<file path="config.mk">
export PLATFORM = sky130hd
export DESIGN_NAME = result_packer_flat
export DESIGN_NICKNAME = d
export VERILOG_FILES = /design/src/rtl/tpu_pkg.sv /design/src/rtl/result_packer_if.sv /design/src/rtl/result_fifo.sv /design/src/rtl/result_packer.sv /design/src/flat_wrapper.sv
export SDC_FILE = /design/constraint.sdc
export NUM_CORES = 1
export LEC_CHECK = 0
export ABC_CLOCK_PERIOD_IN_PS = 4300
export CORE_UTILIZATION = 50
export DETAILED_ROUTE_END_ITERATION = 10
export HOLD_SLACK_MARGIN = 0.03
export MAX_ROUTING_LAYER = met4
export PLACE_DENSITY = 0.69
export SYNTH_ARGS = -nofsm -noshare
export SYNTH_HDL_FRONTEND = slang
export SYNTH_SLANG_ARGS = --single-unit
export TNS_END_PERCENT = 50
</file>
<file path="constraint.sdc">
create_clock -name clk -period 4.3 [get_ports clk]
set_input_delay 1.075 -clock clk [delete_from_list [all_inputs] [get_ports clk]]
set_output_delay 1.075 -clock clk [all_outputs]
set_load 0.05 [all_outputs]
</file>
<file path="src/rtl/tpu_pkg.sv">
// Shared constants for the systolic-array result path: frame geometry,
// accumulator/quantized widths, assembler state encodings and the FIFO entry layout.
package tpu_pkg;
   localparam int FRAME_BYTES = 8;
   localparam int N_ELEM      = 4;
   localparam int ACC_W       = 16;
   localparam int Q_W         = 8;

   localparam logic [0:0] S_IDLE    = 1'b0;
   localparam logic [0:0] S_COLLECT = 1'b1;

   typedef struct packed {
      logic [N_ELEM*Q_W-1:0] data;
      logic [N_ELEM-1:0]     sat;
   } frame_t;
endpackage

</file>
<file path="src/rtl/result_packer_if.sv">
// Byte-stream input, host valid/ready output and status flags of result_packer.
interface result_packer_if;
   import tpu_pkg::*;
   logic                  clear;
   logic                  in_valid;
   logic                  in_first;
   logic [7:0]            in_data;
   logic [3:0]            shift;
   logic                  out_valid;
   logic                  out_ready;
   logic [N_ELEM*Q_W-1:0] out_data;
   logic [N_ELEM-1:0]     out_sat;
   logic                  overflow;
   logic                  frame_err;

   modport master (output clear, in_valid, in_first, in_data, shift, out_ready,
                   input  out_valid, out_data, out_sat, overflow, frame_err);
   modport slave  (input  clear, in_valid, in_first, in_data, shift, out_ready,
                   output out_valid, out_data, out_sat, overflow, frame_err);
endinterface

</file>
<file path="src/rtl/result_fifo.sv">
// Synchronous FIFO with simultaneous push/pop; a push into a full FIFO is taken
// only when a pop frees the slot in the same cycle.
module result_fifo #(
   parameter int W     = 36,
   parameter int DEPTH = 2
) (
   input  logic         clk,
   input  logic         rst_n,
   input  logic         i_clear,
   input  logic         i_push,
   input  logic         i_pop,
   input  logic [W-1:0] i_wdata,
   output logic [W-1:0] o_rdata,
   output logic         o_full,
   output logic         o_empty
);
   localparam int AW = $clog2(DEPTH);

   logic [W-1:0] r_mem [DEPTH];
   logic [AW:0]  r_wptr, r_rptr;
   logic         w_do_push, w_do_pop;

   assign o_empty   = (r_wptr == r_rptr);
   assign o_full    = (r_wptr[AW] != r_rptr[AW]) && (r_wptr[AW-1:0] == r_rptr[AW-1:0]);
   assign w_do_pop  = i_pop && !o_empty && !i_clear;
   assign w_do_push = i_push && (!o_full || w_do_pop) && !i_clear;
   assign o_rdata   = r_mem[r_rptr[AW-1:0]];

   always_ff @(posedge clk or negedge rst_n) begin
      if (!rst_n) begin
         r_wptr <= '0;
         r_rptr <= '0;
      end else if (i_clear) begin
         r_wptr <= '0;
         r_rptr <= '0;
      end else begin
         if (w_do_push) r_wptr <= r_wptr + 1'b1;
         if (w_do_pop)  r_rptr <= r_rptr + 1'b1;
      end
   end

   always_ff @(posedge clk) begin
      if (w_do_push) r_mem[r_wptr[AW-1:0]] <= i_wdata;
   end
endmodule

</file>
<file path="src/rtl/result_packer.sv">
// Reassembles 8-byte frames of int16 results, requantizes to int8 with saturation
// and queues them for the host. Define RESULT_PACKER_RELU_EN to clamp negatives to 0.
module result_packer
   import tpu_pkg::*;
#(
   parameter int FIFO_DEPTH = 2
) (
   input  logic           clk,
   input  logic           rst_n,
   result_packer_if.slave bus
);
   localparam int CW = $clog2(FRAME_BYTES);

   logic [0:0]                   r_state;
   logic [CW-1:0]                r_cnt;
   logic [FRAME_BYTES-1:0][7:0]  r_buf;
   logic [3:0]                   r_shift;
   logic                         r_done;
   logic                         r_overflow;
   logic                         r_frame_err;

   logic [N_ELEM*Q_W-1:0] w_q;
   logic [N_ELEM-1:0]     w_sat;
   frame_t                w_wr, w_rd;
   logic                  w_full, w_empty, w_push, w_pop;

   // in_first always restarts a frame; mid-frame it also flags the broken one.
   always_ff @(posedge clk or negedge rst_n) begin
      if (!rst_n) begin
         r_state     <= S_IDLE;
         r_cnt       <= '0;
         r_buf       <= '0;
         r_shift     <= '0;
         r_done      <= 1'b0;
         r_frame_err <= 1'b0;
      end else if (bus.clear) begin
         r_state     <= S_IDLE;
         r_cnt       <= '0;
         r_done      <= 1'b0;
         r_frame_err <= 1'b0;
      end else begin
         r_done <= 1'b0;
         if (bus.in_valid) begin
            if (bus.in_first) begin
               if (r_state == S_COLLECT) r_frame_err <= 1'b1;
               r_buf[0] <= bus.in_data;
               r_shift  <= bus.shift;
               r_cnt    <= CW'(1);
               r_state  <= S_COLLECT;
            end else if (r_state == S_COLLECT) begin
               r_buf[r_cnt] <= bus.in_data;
               if (r_cnt == CW'(FRAME_BYTES-1)) begin
                  r_state <= S_IDLE;
                  r_cnt   <= '0;
                  r_done  <= 1'b1;
               end else begin
                  r_cnt <= r_cnt + 1'b1;
               end
            end
         end
      end
   end

   always_comb begin
      logic signed [ACC_W-1:0] v;
      logic signed [ACC_W-1:0] r;
      w_q   = '0;
      w_sat = '0;
      v     = '0;
      r     = '0;
      for (int e = 0; e < N_ELEM; e++) begin
         v = {r_buf[2*e], r_buf[2*e+1]};
         r = v >>> r_shift;
`ifdef RESULT_PACKER_RELU_EN
         if (r < 0) r = '0;
`endif
         if (r > 16'sd127) begin
            w_q[e*Q_W +: Q_W] = 8'h7F;
            w_sat[e]          = 1'b1;
         end else if (r < -16'sd128) begin
            w_q[e*Q_W +: Q_W] = 8'h80;
            w_sat[e]          = 1'b1;
         end else begin
            w_q[e*Q_W +: Q_W] = r[Q_W-1:0];
         end
      end
   end

   assign w_wr.data = w_q;
   assign w_wr.sat  = w_sat;
   assign w_push    = r_done && !bus.clear;
   assign w_pop     = !w_empty && bus.out_ready && !bus.clear;

   result_fifo #(.W($bits(frame_t)), .DEPTH(FIFO_DEPTH)) u_fifo (
      .clk     (clk),
      .rst_n   (rst_n),
      .i_clear (bus.clear),
      .i_push  (w_push),
      .i_pop   (w_pop),
      .i_wdata (w_wr),
      .o_rdata (w_rd),
      .o_full  (w_full),
      .o_empty (w_empty)
   );

   always_ff @(posedge clk or negedge rst_n) begin
      if (!rst_n)                            r_overflow <= 1'b0;
      else if (bus.clear)                    r_overflow <= 1'b0;
      else if (w_push && w_full && !w_pop)   r_overflow <= 1'b1;
   end

   assign bus.out_valid = !w_empty;
   assign bus.out_data  = w_empty ? '0 : w_rd.data;
   assign bus.out_sat   = w_empty ? '0 : w_rd.sat;
   assign bus.overflow  = r_overflow;
   assign bus.frame_err = r_frame_err;
endmodule

</file>
<file path="src/flat_wrapper.sv">
// flat-port wrapper written by rule: the top's interface ports become plain ports
module result_packer_flat import tpu_pkg::*;
#(
   parameter int FIFO_DEPTH = 2
)
  (clk, rst_n, bus_clear, bus_in_valid, bus_in_first, bus_in_data, bus_shift, bus_out_ready, bus_out_valid, bus_out_data, bus_out_sat, bus_overflow, bus_frame_err);
  result_packer_if bus_i ();
  input  logic clk;
  input  logic rst_n;
  input wire logic [$bits(bus_i.clear)-1:0] bus_clear;
  input wire logic [$bits(bus_i.in_valid)-1:0] bus_in_valid;
  input wire logic [$bits(bus_i.in_first)-1:0] bus_in_first;
  input wire logic [$bits(bus_i.in_data)-1:0] bus_in_data;
  input wire logic [$bits(bus_i.shift)-1:0] bus_shift;
  input wire logic [$bits(bus_i.out_ready)-1:0] bus_out_ready;
  output wire logic [$bits(bus_i.out_valid)-1:0] bus_out_valid;
  output wire logic [$bits(bus_i.out_data)-1:0] bus_out_data;
  output wire logic [$bits(bus_i.out_sat)-1:0] bus_out_sat;
  output wire logic [$bits(bus_i.overflow)-1:0] bus_overflow;
  output wire logic [$bits(bus_i.frame_err)-1:0] bus_frame_err;
  assign bus_i.clear = bus_clear;
  assign bus_i.in_valid = bus_in_valid;
  assign bus_i.in_first = bus_in_first;
  assign bus_i.in_data = bus_in_data;
  assign bus_i.shift = bus_shift;
  assign bus_i.out_ready = bus_out_ready;
  assign bus_out_valid = bus_i.out_valid;
  assign bus_out_data = bus_i.out_data;
  assign bus_out_sat = bus_i.out_sat;
  assign bus_overflow = bus_i.overflow;
  assign bus_frame_err = bus_i.frame_err;
  result_packer #(.FIFO_DEPTH(FIFO_DEPTH)) u_core (.clk(clk), .rst_n(rst_n), .bus(bus_i));
endmodule
</file>
==> results of run 1 <==
layout make-up:
cell class / count / area (um2)
fillers: 1386 / 7200
multi-input cells: 555 / 4410
flip-flops and latches: 151 / 4140
repair buffers: 73 / 686
clock buffers: 17 / 425
well taps: 225 / 282
clock inverters: 15 / 146
inverters: 15 / 56.3
report_power, final:
group	switching, mW	internal, mW
Clock	0.623	0.809
Sequential	0.0822	1.60
Combinational	0.577	0.367
Total	1.28	2.77
flip-flops by register name, indices dropped and copies added, names as in the netlist, 2 cells and up:
| name | count |
|---|---|
| u_core.u_fifo.r_mem | 72 |
| u_core.r_buf | 64 |
| u_core.r_shift | 4 |
| u_core.r_cnt | 3 |
| u_core.u_fifo.r_rptr | 2 |
| u_core.u_fifo.r_wptr | 2 |
metrics by stage:
stage                     hold WS (ns)  total power, mW  instance area, um2
after floorplan                  0.475             2.41                8940
after global placement           0.479             2.61                9580
after detailed placement         0.487             2.63                9580
after CTS                        0.506             4.06               10200
after global routing             0.523             4.22               10200
final                            0.496             4.05               10200
worst reg2reg max path, cell delays in order, from the launching register on:
cell and delay [ns]:
dfrtp_2 0.88, buf_4 0.43, mux2_2 0.37, o21ai_0 0.46, o311ai_1 0.19, nand2_1 0.24, o21ai_1 0.15
worst paths after layout:
path                                         startpoint                          to  slack (ns)
worst max-delay path            u_core.u_fifo.r_rptr[0]            bus_out_data[31]        0.76
worst min-delay path                u_core.bus.overflow         u_core.bus.overflow        0.50
worst max register to register        u_core.r_shift[1]  u_core.u_fifo.r_mem[1][15]        1.31
worst min register to register      u_core.bus.overflow         u_core.bus.overflow        0.50
max in group asynchronous                         rst_n           u_core.r_shift[3]        2.79
min in group asynchronous                         rst_n            u_core.r_buf[15]        0.81
logic make-up after synthesis:
kind of cell / after synthesis
xor gates and xnor gates: 6
buffers and inverters: 76
and+or+nand+nor: 199
AOI/OAI and AO/OA: 160
adders and majority gates: 2
muxes: 188
DFF: 151
layer usage:
metal  wire length [um]  GRT usage, %
met1              10400          37.6
met2               9460          35.9
met3               1480          5.20
met4                359          7.74
met5                  0             -
layout by cell type, fill, tap and decap left out, drive strengths merged, types with 10 or more instances in the layout:
cell	synthesis	final
inv	15	20
nand2b	11	11
nor3	10	10
mux2i	73	73
o21ai	47	47
mux4	32	32
nand3	11	11
o211ai	10	10
nand2	51	51
buf	30	18
a21oi	51	51
mux2	83	83
clkbuf	31	17
clkdlybuf4s50	0	55
dfrtp	79	79
edfxtp	72	72
nor2	92	92
==> impl_metrics.csv, run 1 <==
group,metric,value,unit
status,status,"finished, final reports clean",
global_route,grt_pass1_wl,34.8,mm
floorplan,core,17400,um2
clock_network,clockBufferDepth,2,
timing,setup_viol_count_final,0,
critical_path,critical_path_class,"flip-flop to output pin",
critical_path,cpMaxStageDelayCell,"clkdlybuf4s50_1",
global_route,grt_pass1_vias,6083,
critical_path,end_kind,"output pin",
critical_path,r2r_cells,6,
clock_network,clkSlewWorstSetupHoldPaths,0.06,ns
yosys,synth_area,8940,um2
layout,finalNonFillerCells,1051,
timing,period_share,82.3,%
power,irDropWorstVdd,0.273,mV
yosys,ys_seq_area_share,46.3,%
route,drt_pre_antenna_iters,5,
timing,layout_setup_ws,0.762,ns
route,vias,6396,
global_route,grt_max_degree,80,
clock_network,post_cts_buffers,0,
critical_path,critical_path.startpoint_type,"flip-flop",
yosys,synthTopCellsByArea,"edfxtp_1 (24%), dfrtp_1 (22%), mux2_2 (10%)",
floorplan,rows,48,
yosys,synth_top_area_cell,"edfxtp_1",
clock_network,cts_tree,"done",
timing,timing.final.crit_period,3.54,ns
yosys,yosys_warnings,0,
yosys,yosysMostFrequentCell,"nor2_1",
yosys,async_flop_share,52.3,%
route,wl_per_cell,20.6,um
timing,slew_headroom,33.7,%
clock_network,cts_buffers,17,
clock_network,cts_resized,0,
placed_design,place_congestion,0.945,
critical_path,cp_num_buf_inv,2,
global_route,grt_usage,25.8,%
clock_network,clkLatencyLatePin,0.43,ns
yosys,synth_top_family_by_area,"multiplexers",
yosys,synth_cell_types,67,
yosys,synth_commonest_cells,"nor2_1 (91), mux2_2 (83), dfrtp_1 (79)",
route,drcViolationCount,0,
layout,syn_to_final_growth,13.6,%
yosys,synth_compound_area_share,11.6,%
yosys,synth_adder_area_share,0.280,%
layout,drive_above_1_share,22.4,%
floorplan,ios,57,
critical_path,worstPathMaxFanout,38,
critical_path,arrival,2.46,ns
route,viasPerCell,6.09,
timing,rsz0062_at_grt,"no",
route,routed_wl,21.7,mm
yosys,synthCells,782,
timing,tns,0,ns
critical_path,cp.required,3.22,ns
clock_network,cts_num_sinks,151,
timing,fmax,283,MHz
global_route,grt.overflow.total,0,
flow_run,maxCapViolations,0,
global_route,antenna_found_initial,0,
yosys,synthMuxAreaShare,26.7,%
critical_path,cp.depth,4,
clock_network,cts-htree-levels,4,
min_path,hold_depth,2,
floorplan,die_h,136,um
floorplan,start_util,51.5,%
power,power_density,399,nW/um2
critical_path,crit_family,"buffers and inverters",
yosys,synth_nets,802,
clock_network,postCtsHoldBufs,0,
critical_path,crit_chain,"buf_4, mux2i_1, nor2_1, clkdlybuf4s50_1",
placed_design,io_buffers,56,
yosys,ys_seq_elements,151,
yosys,syn_area_per_cell,11.4,um2
placed_design,place_ws,0.733,ns
layout,final_util,58.5,%
layout,nets,833,
layout,diodes,0,
yosys,synthXorXnorAreaFrac,0.588,%
critical_path,slowest_delay,0.82,ns
yosys,synth_ff_type,"dfrtp_1",
timing,drv_slew,0,
floorplan,dieArea,18400,um2
route,ant_nets,0,
yosys,yosys.area.top_type_share,24.2,%
timing,skew,0.00663,ns
yosys,synthSimpleGateAreaFrac,10.0,%
floorplan,dieWidth,136,um
timing,hold_viol,0,
yosys,synth-edff-count,72,
min_path,hold_path.class,"flip-flop to flip-flop",
route,drt_iter0_drc,512,
power,p_leak,3.89,nW
timing,worst_pin_slew,0.994,ns
placed_design,dpl.cell_count,1019,
clock_network,cts_root_buf,"clkbuf_16",
placed_design,hpwl,15.0,mm
(Power assumes the default switching activity.)
==> inputs of run 2 (changes only) <==
--- a/config.mk
+++ b/config.mk
@@ -5,12 +5,12 @@
 export SDC_FILE = /design/constraint.sdc
 export NUM_CORES = 1
 export LEC_CHECK = 0
-export ABC_CLOCK_PERIOD_IN_PS = 4300
+export ABC_CLOCK_PERIOD_IN_PS = 3230
 export CORE_UTILIZATION = 50
 export DETAILED_ROUTE_END_ITERATION = 10
 export HOLD_SLACK_MARGIN = 0.03
 export MAX_ROUTING_LAYER = met4
-export PLACE_DENSITY = 0.69
+export PLACE_DENSITY = 0.72
 export SYNTH_ARGS = -nofsm -noshare
 export SYNTH_HDL_FRONTEND = slang
 export SYNTH_SLANG_ARGS = --single-unit
==> constraint.sdc (replaced) <==
create_clock -name clk -period 3.23 [get_ports clk]
set_input_delay 0.8075 -clock clk [delete_from_list [all_inputs] [get_ports clk]]
set_output_delay 0.8075 -clock clk [all_outputs]
set_load 0.05 [all_outputs]
==> run 2 against run 1 <==
Setup slack got worse by 0.50 ns; core utilization down 0.18 points; sequential share of layout area is 0.13 points higher; combinational power grew 30%; flip-flop and latch count stayed put; routed wire length fell by 5.2%; via count rose by 0.19%; critical path depth rose by 2; hold slack gained 0.0069 ns; sequential power is 33% higher; clock skew is 0.0012 ns higher; highest routed layer unchanged.
==> impl_metrics.csv, run 2 (synthesized netlist as in run 1, its figures left out) <==
group,metric,value,unit
clock_network,cts_buffers,17,
global_route,grt_usage,24.7,%
route,viasPerCell,6.07,
global_route,grt.overflow.total,0,
timing,setup_viol_count_final,0,
layout,largest_register_ffs,72,
placed_design,io_buffers,56,
layout,mostFrequentLayoutCells,"nor2_1 (91), mux2_2 (83), dfrtp_1 (75)",
layout,layout_commonest_cell,"nor2_1",
floorplan,dieWidth,136,um
timing,timing.final.crit_period,2.97,ns
clock_network,cts_tree,"done",
critical_path,crit_family,"flip-flops",
min_path,hold_path.class,"flip-flop to flip-flop",
route,vias,6408,
timing,period_share,91.9,%
critical_path,critical_path_class,"flip-flop to flip-flop",
clock_network,postCtsHoldBufs,0,
timing,fmax,337,MHz
clock_network,cts_root_buf,"clkbuf_16",
route,wl_per_cell,19.5,um
placed_design,post_dp_cell_area,9560,um2
critical_path,slowest_delay,0.92,ns
route,drt_iter0_drc,504,
placed_design,place_congestion,1.02,
route,drcViolationCount,0,
timing,slew_headroom,34.9,%
floorplan,dieArea,18400,um2
power,power_density,526,nW/um2
layout,syn_to_final_growth,13.2,%
global_route,grt_pass1_vias,6241,
placed_design,hpwl,14.3,mm
power,irDropWorstVdd,0.380,mV
critical_path,critical_path.startpoint_type,"flip-flop",
critical_path,end_kind,"flip-flop",
clock_network,post_cts_buffers,0,
route,drt_pre_antenna_iters,5,
timing,drv_slew,0,
power,p_leak,4.00,nW
layout,final_area,10100,um2
clock_network,clkSlewWorstSetupHoldPaths,0.06,ns
timing,skew,0.00786,ns
clock_network,cts_resized,0,
critical_path,cp_num_buf_inv,1,
critical_path,cp.required,3.36,ns
floorplan,core,17400,um2
timing,hold_ws,0.503,ns
timing,worst_pin_slew,0.977,ns
clock_network,clkLatencyLatePin,0.43,ns
global_route,grt_pass1_wl,33.6,mm
global_route,antenna_found_initial,0,
global_route,grt_max_degree,80,
layout,diodes,0,
route,routed_wl,20.6,mm
critical_path,worstPathMaxFanout,36,
clock_network,cts-htree-levels,4,
critical_path,crit_chain,"buf_4, mux2i_1, a21oi_1, nand3b_1, o21ai_1, a21oi_1",
critical_path,arrival,3.10,ns
flow_run,maxCapViolations,0,
critical_path,cpMaxStageDelayCell,"dfrtp_2",
status,status,"finished, final reports clean",
layout,nets,837,
layout,drive_above_1_share,27.3,%
clock_network,cts_num_sinks,151,
critical_path,cp_common_cell,"a21oi_1",
clock_network,clockBufferDepth,2,
floorplan,die_h,136,um
floorplan,start_util,51.5,%
floorplan,rows,48,
floorplan,ios,57,
route,ant_nets,0,
timing,hold_viol,0,
timing,rsz0062_at_grt,"no",
[run 2: cell types whose count changed in the layout (fill, tap and decap cells not counted), sizes merged]
cell           previous run  this run
buf                      18        59
clkdlybuf4s50            55        18
clkbuf                   17        20
inv                      20        17
[run 2: power by group]
part	internal [mW]	leakage (nW)	switching (mW)
clock network	1.11	0.282	0.747
registers	2.13	1.68	0.111
logic	0.490	2.04	0.735
[run 2: metrics by stage]
stage | util, % | power, mW | cells | worst slack [ns] | TNS, ns
global route | 58.3 | 5.56 | 1055 | 0.0871 | 0
finish | 58.3 | 5.32 | 1055 | 0.262 | 0
CTS | 58.3 | 5.34 | 1055 | 0.304 | 0
detailed placement | 55.1 | 3.47 | 1023 | 0.278 | 0
global placement | 55.1 | 3.43 | 1023 | 0.349 | 0
floorplan | - | 3.21 | 782 | -0.854 | -61.45
[run 2: worst paths after layout]
check	start	to	slack (ns)	cells after the start
hold reg to reg	u_core.bus.overflow	u_core.bus.overflow	0.50	2
max in group asynchronous	rst_n	u_core.r_shift[3]	2.01	1
setup / recovery	u_core.r_shift[1]	u_core.u_fifo.r_mem[1][21]	0.26	6
setup reg to reg	u_core.r_shift[1]	u_core.u_fifo.r_mem[1][21]	0.26	6
min in group asynchronous	rst_n	u_core.r_state	0.53	1
hold / removal	u_core.bus.overflow	u_core.bus.overflow	0.50	2
[run 2: worst register-to-register path: stages, from the launching register on]
cell and delay (ns):
dfrtp_2 0.92, buf_4 0.47, mux2i_1 0.30, a21oi_1 0.15, nand3b_1 0.20, o21ai_1 0.45
a21oi_1 0.19
[run 2: layout make-up]
| cell class | instances | area, um2 |
|---|---|---|
| Clock buffer | 20 | 465 |
| Sequential cell | 151 | 4140 |
| Tap cell | 225 | 282 |
| Multi-Input combinational cell | 555 | 4410 |
| Clock inverter | 12 | 100 |
| Fill cell | 1421 | 7230 |
| Inverter | 15 | 56.3 |
| Timing Repair Buffer | 77 | 661 |
[run 2: routing by layer]
metal / track usage (%) / vias to the layer above / wire, um
li1: - / 2989 / -
met1: 35.0 / 3118 / 9530
met2: 35.4 / 265 / 9300
met3: 4.23 / 36 / 1280
met4: 9.18 / 0 / 445
met5: - / - / 0
==> inputs of run 3 (changes only) <==
--- a/config.mk
+++ b/config.mk
@@ -5,6 +5,7 @@
 export SDC_FILE = /design/constraint.sdc
 export NUM_CORES = 1
 export LEC_CHECK = 0
+export ABC_AREA = 1
 export ABC_CLOCK_PERIOD_IN_PS = 3230
 export CORE_UTILIZATION = 50
 export DETAILED_ROUTE_END_ITERATION = 10
==> run 3 against run 2 <==
Core utilization up 1.7 points; design area up 2.2%; total power up 4.8%; highest routed layer unchanged; clock power up 5%; die area down 1.8%; sequential share of layout area down 0.91 points; largest cell class is now flip-flops and latches; hold slack worse by 0.021 ns; critical endpoint is now bus_out_data[29]; fmax down 3.1%; clock skew about the same; routed wire length down 0.13%.
==> impl_metrics.csv, run 3 <==
group,metric,value,unit
status,status,"finished, final reports clean",
timing,fmax,326,MHz
yosys,ys_seq_area_share,47.1,%
critical_path,arrival,2.26,ns
power,p_clk_share,35.0,%
layout,fillers,1536,
route,drcViolationCount,0,
power,p_leak,4.65,nW
route,vias,7696,
critical_path,cp.required,2.42,ns
critical_path,critical_path_class,"flip-flop to output pin",
timing,skew,0.00807,ns
critical_path,end_kind,"output pin",
timing,period_share,94.9,%
clock_network,cts-htree-levels,4,
yosys,synth_top_area_cell,"edfxtp_1",
yosys,yosys.area.top_type_share,24.6,%
timing,tns,0,ns
yosys,synthSimpleGateAreaFrac,32.0,%
critical_path,critical_path.startpoint_type,"flip-flop",
yosys,synth_commonest_cells,"nand2_1 (510), nand3_1 (122), o21ai_0 (113)",
clock_network,cts_num_sinks,151,
timing,hold_viol,0,
route,routed_wl,20.5,mm
global_route,grt_max_degree,80,
timing,drv_slew,0,
yosys,async_flop_share,52.3,%
layout,drive_above_1_share,8.03,%
placed_design,post_dp_cell_area,9750,um2
yosys,synth_area,8780,um2
yosys,ys_seq_elements,151,
layout,diodes,0,
yosys,synthTopCellsByArea,"edfxtp_1 (25%), dfrtp_1 (23%), nand2_1 (22%)",
floorplan,die_h,135,um
power,switching_power,1.75,mW
route,ant_nets,0,
floorplan,dieWidth,135,um
placed_design,io_buffers,56,
timing,timing.final.crit_period,3.06,ns
global_route,grt_pass1_wl,35.0,mm
flow_run,maxCapViolations,0,
clock_network,clockBufferDepth,2,
route,wl_per_cell,14.3,um
yosys,synth_ff_type,"dfrtp_1",
yosys,synth-edff-count,72,
yosys,yosys_warnings,0,
clock_network,cts_root_buf,"clkbuf_16",
power,power_density,540,nW/um2
yosys,synthMuxAreaShare,1.14,%
floorplan,rows,48,
timing,worst_pin_slew,1.03,ns
yosys,synthXorXnorAreaFrac,0.200,%
yosys,synth_compound_area_share,12.9,%
timing,rsz0062_at_grt,"no",
power,power_frac_seq,40.7,%
power,irDropWorstVdd,0.387,mV
route,drt_iter0_drc,701,
critical_path,r2r_cells,10,
global_route,grt_pass1_vias,6771,
global_route,grt.overflow.total,0,
placed_design,hpwl,13.9,mm
route,drt_pre_antenna_iters,5,
min_path,hold_depth,2,
yosys,synth_adder_area_share,0.285,%
yosys,yosysMostFrequentCell,"nand2_1",
layout,syn_to_final_growth,17.8,%
yosys,synth_nets,1200,
floorplan,start_util,50.9,%
layout,final_area,10300,um2
yosys,synth_top_family_by_area,"simple AND/OR/NAND/NOR gates",
critical_path,worstPathMaxFanout,26,
floorplan,core,17200,um2
global_route,grt_usage,25.0,%
yosys,synth_cell_types,38,
layout,nets,1215,
placed_design,place_congestion,0.852,
clock_network,cts_buffers,17,
yosys,syn_area_per_cell,7.44,um2
yosys,synthCells,1180,
floorplan,dieArea,18100,um2
route,viasPerCell,5.37,
min_path,hold_path.class,"flip-flop to flip-flop",
global_route,antenna_found_initial,0,
layout,layout_commonest_cell,"nand2_1",
power,power_frac_comb,24.2,%
layout,mostFrequentLayoutCells,"nand2_1 (510), nand3_1 (122), o21ai_0 (113)",
floorplan,ios,57,
layout,largest_register_ffs,72,
power,p_int,3.83,mW
clock_network,clkSlewWorstSetupHoldPaths,0.06,ns
timing,setup_viol_count_final,0,
clock_network,cts_tree,"done",
clock_network,clkLatencyLatePin,0.42,ns
timing,slew_headroom,30.5,%
power,switching_share,31.4,%
==> run 3: cell types whose count changed in the layout (fill, tap and decap cells not counted), moves of 51 or more <==
| cell | previous run | this run |
|---|---|---|
| nand2_1 | 51 | 510 |
| mux2_2 | 83 | 0 |
| nand3_1 | 11 | 122 |
| o21ai_0 | 28 | 113 |
| nor2_1 | 91 | 40 |
| mux2i_1 | 73 | 10 |
==> run 3: metal layers <==
metal / vias to the layer above / GRT usage [%] / share of wire, %
li1: 3963 / - / -
met1: 3487 / 37.5 / 50
met2: 231 / 36.0 / 44
met3: 15 / 3.12 / 5.2
met4: 0 / 6.12 / 0.97
met5: - / - / 0
==> run 3: power groups by stage <==
stage          sequential (mW)  clock (mW)  combinational, mW
2_1_floorplan             2.28           0               1.07
6_report                  2.27        1.96               1.35
3_5_place_dp              2.31           0               1.33
3_3_place_gp              2.31           0               1.30
4_1_cts                   2.27        1.97               1.34
5_1_grt                   2.28        2.05               1.54
==> run 3: path summary, 6_finish.rpt <==
path / start / end / slack [ns]
worst min register to register: u_core.r_buf[24] / u_core.r_buf[24] / 0.48
worst min-delay path: u_core.r_buf[24] / u_core.r_buf[24] / 0.48
max in group asynchronous: rst_n / u_core.r_shift[0] / 1.97
worst max register to register: u_core.r_shift[1] / u_core.u_fifo.r_mem[0][2] / 1.00
min in group asynchronous: rst_n / u_core.r_state / 0.53
worst max-delay path: u_core.u_fifo.r_rptr[0] / bus_out_data[29] / 0.17
==> run 3: cell type report <==
type | instances | area [um2] | area share [%]
multi-input combinational | 912 | 4080 | 39.5
inverter | 45 | 184 | 1.78
clock buffer | 18 | 429 | 4.15
timing repair buffer | 68 | 1070 | 10.3
clock inverter | 14 | 159 | 1.54
tap | 225 | 282 | 2.72
sequential | 151 | 4140 | 40.0
==> run 3: through the flow <==
step	power [mW]	hold slack [ns]	setup slack, ns	instances	util [%]
6_report	5.58	0.483	0.166	1433	60.0
5_1_grt	5.88	0.524	0.0265	1433	60.0
4_1_cts	5.58	0.485	0.120	1433	60.0
3_5_place_dp	3.64	0.469	0.351	1401	56.6
3_3_place_gp	3.61	0.464	0.410	1401	56.6
2_1_floorplan	3.35	0.445	0.107	1180	-
==> run 3: cell families after synthesis <==
logic type	after synthesis
flip-flops	151
buffers and inverters	117
adder cells (fa/ha/maj)	2
XOR/XNOR	2
AND/OR/NAND/NOR	693
multiplexers	10
AO/OA/AOI/OAI	205
==> run 3: what timing repair did <==
action,CTS,global route
hold buffers,0,0
resized for setup,0,2
setup buffers,0,0
endpoints found under the setup margin,0,16
==> run 3: worst max-delay path: stages (launching register included) <==
cell,delay (ns)
dfrtp_1,0.43
xnor2_1,0.17
nand2_1,0.23
clkinvlp_4,0.27
buf_4,0.28
a21oi_1,0.27
buf_12,0.18
==> variant 1, RTL diff (settings of run 2) <==
Add a define of `RESULT_PACKER_RELU_EN`.
--- a/src/rtl/result_packer.sv
+++ b/src/rtl/result_packer.sv
@@ -1,4 +1,6 @@
 // Reassembles 8-byte frames of int16 results, requantizes to int8 with saturation
 // and queues them for the host. Define RESULT_PACKER_RELU_EN to clamp negatives to 0.
+`define RESULT_PACKER_RELU_EN
+
 module result_packer
    import tpu_pkg::*;
Function: no difference found for any inputs over 4 cycles, from zero or initial values and one cycle with rst_n low; that may be too few to reach the edited logic, so the function may still have changed.
==> variant 1 against run 2 <==
- routed wire length decreased by 6.7%
- first-iteration DRC count decreased by 3.2%
- sequential cell count unchanged
- power is 0.18% lower
- worst setup slack improved by 0.13 ns
- design area down 2.1%
- die area shrank 4.3%
- area after synthesis down 4.4%
- global-route usage fell by 1.1 points
==> variant 1: results (changes against run 2) <==
{
  "outcome": "finished, final reports clean",
  "fin_worst_skew": {"value": 0.00818, "unit": "ns", "change": "+0.000321 ns"},
  "final_layout_size_suffix_gt1_frac": {"value": 0.301, "change": "+0.0278"},
  "first_global_vias": {"value": 5670, "change": "-9.1%"},
  "synthesized_area_fraction_occupied_by_ao_oa_aoi_and_oai_cells": {"value": 0.0888, "change": "-0.0275"},
  "worst_ir_drop_vdd": {"value": 0.425, "unit": "mV", "change": "+12%"},
  "overall_via_count_from_detail_route": {"value": 5872, "change": "-8.4%"},
  "hold_path_class": "input pin to asynchronous set/reset pin",
  "rrSetupSlack": {"value": 0.39, "unit": "ns", "change": "+0.13 ns"},
  "critical-path-slowest-cell": "dfrtp_4",
  "fillers": {"value": 1281, "change": "-9.9%"},
  "crit_path_max_fanout": {"value": 28, "change": "-22%"},
  "fmax": {"value": 353, "unit": "MHz", "change": "+4.7%"},
  "slew_headroom": {"value": 0.478, "change": "+0.130"},
  "ys_seq_area_frac": {"value": 0.484, "change": "+0.0211"},
  "detailedPlacementHpwl": {"value": 13.2, "unit": "mm", "change": "-7.7%"},
  "route.layer.met1.wl": {"value": 8.93, "unit": "mm", "change": "-6.3%"},
  "timing.critical_path.to": "u_core.u_fifo.r_mem[1][32]",
  "switching_share": {"value": 0.260, "change": "-0.0389"},
  "hold_slack": {"value": 0.386, "unit": "ns", "change": "-0.118 ns"},
  "synth_xor_area_frac": {"value": 0.00717, "change": "+0.00129"},
  "yosys.cell_types.count": {"value": 62, "change": "-7.5%"},
  "instances_no_fill": {"value": 970, "change": "-8.1%"},
  "crit-reg2reg-launch": "u_core.r_shift[0]",
  "final_core_utilization": {"value": 0.596, "change": "+0.0126"},
  "rr_worst_depth": {"value": 5, "change": "-1"},
  "use_met1": {"value": 0.330, "change": "-0.0199"},
  "placedCellCount": {"value": 938, "change": "-8.3%"},
  "yosys-top-cells-count": "mux2_2 (84), nor2_1 (80), dfrtp_1 (79), edfxtp_1 (72), mux2i_1 (62)",
  "timing.critical_path.slowest_cell_delay": {"value": 0.72, "unit": "ns", "change": "-0.20 ns"},
  "wirelength": {"value": 19.2, "unit": "mm", "change": "-6.7%"},
  "yosys-mux-area-fraction": {"value": 0.296, "change": "+0.0292"},
  "post_placement_setup_slack": {"value": 0.310, "unit": "ns", "change": "+0.0325 ns"},
  "worst_ep_arrival_time": {"value": 2.96, "unit": "ns", "change": "-0.14 ns"},
  "use_met3": {"value": 0.0368, "change": "-0.00549"}
}
==> variant 1: worst reg2reg max path, cell delays in order (launching register included) <==
cell and delay [ns]:
dfrtp_4 0.72, mux4_2 0.65, a2111oi_4 0.43, nor2_2 0.08
a211oi_2 0.46, a21oi_1 0.20
==> variant 1: final cells by class <==
| type | count | area share |
|---|---|---|
| clock buffer | 20 | 0.0440 |
| clock inverter | 12 | 0.0183 |
| multi-input combinational | 484 | 0.422 |
| timing repair buffer | 76 | 0.0671 |
| inverter | 7 | 0.00265 |
| tap | 220 | 0.0278 |
| sequential | 151 | 0.418 |
==> variant 1: power by group through the flow <==
stage | clock (mW) | sequential, mW | combinational (mW)
finish | 2.07 | 2.24 | 0.998
detailed placement | 0 | 2.28 | 0.980
CTS | 2.10 | 2.24 | 0.988
global route | 2.17 | 2.26 | 1.08
global placement | 0 | 2.27 | 0.952
floorplan | 0 | 2.19 | 0.819
==> variant 2, RTL diff (config.mk and constraints of run 2) <==
Made on the original files. Reset style: synchronous (`rst_n`), changed in 3 clocked blocks.
--- a/src/rtl/result_fifo.sv
+++ b/src/rtl/result_fifo.sv
@@ -27,5 +27,5 @@
    assign o_rdata   = r_mem[r_rptr[AW-1:0]];
 
-   always_ff @(posedge clk or negedge rst_n) begin
+   always_ff @(posedge clk) begin
       if (!rst_n) begin
          r_wptr <= '0;
--- a/src/rtl/result_packer.sv
+++ b/src/rtl/result_packer.sv
@@ -26,5 +26,5 @@
 
    // in_first always restarts a frame; mid-frame it also flags the broken one.
-   always_ff @(posedge clk or negedge rst_n) begin
+   always_ff @(posedge clk) begin
       if (!rst_n) begin
          r_state     <= S_IDLE;
@@ -104,5 +104,5 @@
    );
 
-   always_ff @(posedge clk or negedge rst_n) begin
+   always_ff @(posedge clk) begin
       if (!rst_n)                            r_overflow <= 1'b0;
       else if (bus.clear)                    r_overflow <= 1'b0;
Formal check against the unedited RTL: differs if rst_n is asserted again (counterexample within 4 cycles, from zero or initial values and one cycle with rst_n low); with rst_n held inactive, the same outputs for 4 cycles.
==> variant 2 against run 2 <==
- sequential share of layout area down 4.3 points
- utilization up 1.0 points
- design area up 1.8%
- register-to-register slack better by 0.02 ns
- area after synthesis is 0.21% lower
- critical path depth fell by 1
- clock skew rose by 0.0045 ns
- global-route usage decreased by 1.7 points
- first-iteration DRC count rose by 14%
- worst setup slack better by 0.0082 ns
- sequential cell count increased by 1
- routed wire length down 4.3%
Power is not compared: it rests on default switching activity, and its combinational part moved more than twofold at a synthesized area within 25%.
==> variant 2: results (changes against run 2) <==
{
  "yosys.cell_types.count": {"value": 70, "change": "+4.5%"},
  "pin_count_of_the_biggest_net_entering_global_routing": {"value": 41, "change": "-49%"},
  "crit_path_max_fanout": {"value": 37, "change": "+2.8%"},
  "routed-wl-met2": {"value": 8.90, "unit": "mm", "change": "-4.3%"},
  "outcome": "finished, final reports clean",
  "worst_path_top_cell_family_by_delay": "buffers and inverters",
  "final_layout_net_count": {"value": 928, "change": "+11%"},
  "critical-path-slowest-cell": "dlygate4sd2_1",
  "fin_worst_skew": {"value": 0.0124, "unit": "ns", "change": "+0.00451 ns"},
  "ys_top_cells_by_area": "edfxtp_1 (24%), dfxtp_1 (18%), mux2i_1 (15%)",
  "detailedPlacementHpwl": {"value": 13.8, "unit": "mm", "change": "-3.6%"},
  "first_global_vias": {"value": 6099, "change": "-2.3%"},
  "yosys-top-cells-count": "mux2i_1 (137), nor2_1 (91), dfxtp_1 (80), edfxtp_1 (72), nand2_1 (69)",
  "synth_adder_area_share": {"value": 0.00281, "change": "+0.00000589"},
  "detail_route.iter0.violations": {"value": 576, "change": "+14%"},
  "clk_share": {"value": 0.0552, "change": "-0.000721"},
  "grt_first_pass_wirelength": {"value": 31.5, "unit": "mm", "change": "-6.3%"},
  "non_clock_buffer_count": {"value": 87, "change": "+13%"},
  "synthArstFlopShare": {"value": 0, "change": "-0.523"},
  "nonClkBufAreaFrac": {"value": 0.0878, "change": "+0.0226"},
  "synth.net_count": {"value": 900, "change": "+12%"},
  "ys_seq_area_frac": {"value": 0.422, "change": "-0.0411"},
  "fraction_of_area_in_multi_input_gates": {"value": 0.460, "change": "+0.0235"},
  "final_layout_size_suffix_gt1_frac": {"value": 0.138, "change": "-0.136"},
  "synthesized_area_fraction_occupied_by_ao_oa_aoi_and_oai_cells": {"value": 0.128, "change": "+0.0115"},
  "post_placement_setup_slack": {"value": 0.305, "unit": "ns", "change": "+0.0275 ns"},
  "seq_area": {"value": 3770, "unit": "um2", "change": "-9.0%"},
  "max_slew.worst_pin.slew": {"value": 1.03, "unit": "ns", "change": "+0.0570 ns"},
  "synth_xor_area_frac": {"value": 0.00687, "change": "+0.000994"},
  "nonClockInverterCount": {"value": 11, "change": "-4"},
  "max-clock-path-buffers": {"value": 2, "change": "unchanged"},
  "avgRoutedWirePerCell": {"value": 17.2, "unit": "um", "change": "-12%"},
  "synth-main-ff-cell": "dfxtp_1",
  "met3WireLength": {"value": 1.03, "unit": "mm", "change": "-19%"},
  "placed_cell_area": {"value": 9660, "unit": "um2", "change": "+1.1%"},
  "synthesis.instances": {"value": 880, "change": "+13%"},
  "clock_buffers": {"value": 17, "change": "-15%"},
  "overall_via_count_from_detail_route": {"value": 6562, "change": "+2.4%"},
  "yosys-mux-area-fraction": {"value": 0.242, "change": "-0.0245"},
  "area_delta_synth_final_pct": 15.5,
  "multi_input_comb_cells": {"value": 639, "change": "+15%"},
  "last_weighted_congestion_value_of_the_routability_driven_placer": {"value": 0.918, "change": "-10%"},
  "tritoncts_num_sinks": {"value": 152, "change": "+0.66%"},
  "gr-usage-met2": {"value": 0.345, "change": "-0.00879"}
}
[variant 2: power breakdown]
part	switching, mW	internal [mW]
combinational	0.178	0.120
sequential	0.0190	2.05
clock	0.821	1.07
total	1.02	3.24
[variant 2: final timing paths]
kind / from / endpoint / slack [ns]
worst max-delay path: u_core.u_fifo.r_wptr[0] / bus_out_sat[0] / 0.27
worst min-delay path: u_core.bus.overflow / u_core.bus.overflow / 0.47
worst max register to register: u_core.r_shift[2] / u_core.u_fifo.r_mem[0][7] / 0.28
worst min register to register: u_core.bus.overflow / u_core.bus.overflow / 0.47
[variant 2: timing repair]
| item | CTS | global route |
|---|---|---|
| resized for setup | 5 | 32 |
| pin swaps | 0 | 0 |
| endpoints found under the setup margin | 5 | 32 |
| cloned | 0 | 0 |
[variant 2: cells by family after synthesis]
family / Yosys count
adder cells (fa/ha/maj): 2
XOR/XNOR: 7
flip-flops: 152
AND/OR/NAND/NOR: 278
AO/OA/AOI/OAI: 170
multiplexers: 182
buffers and inverters: 89
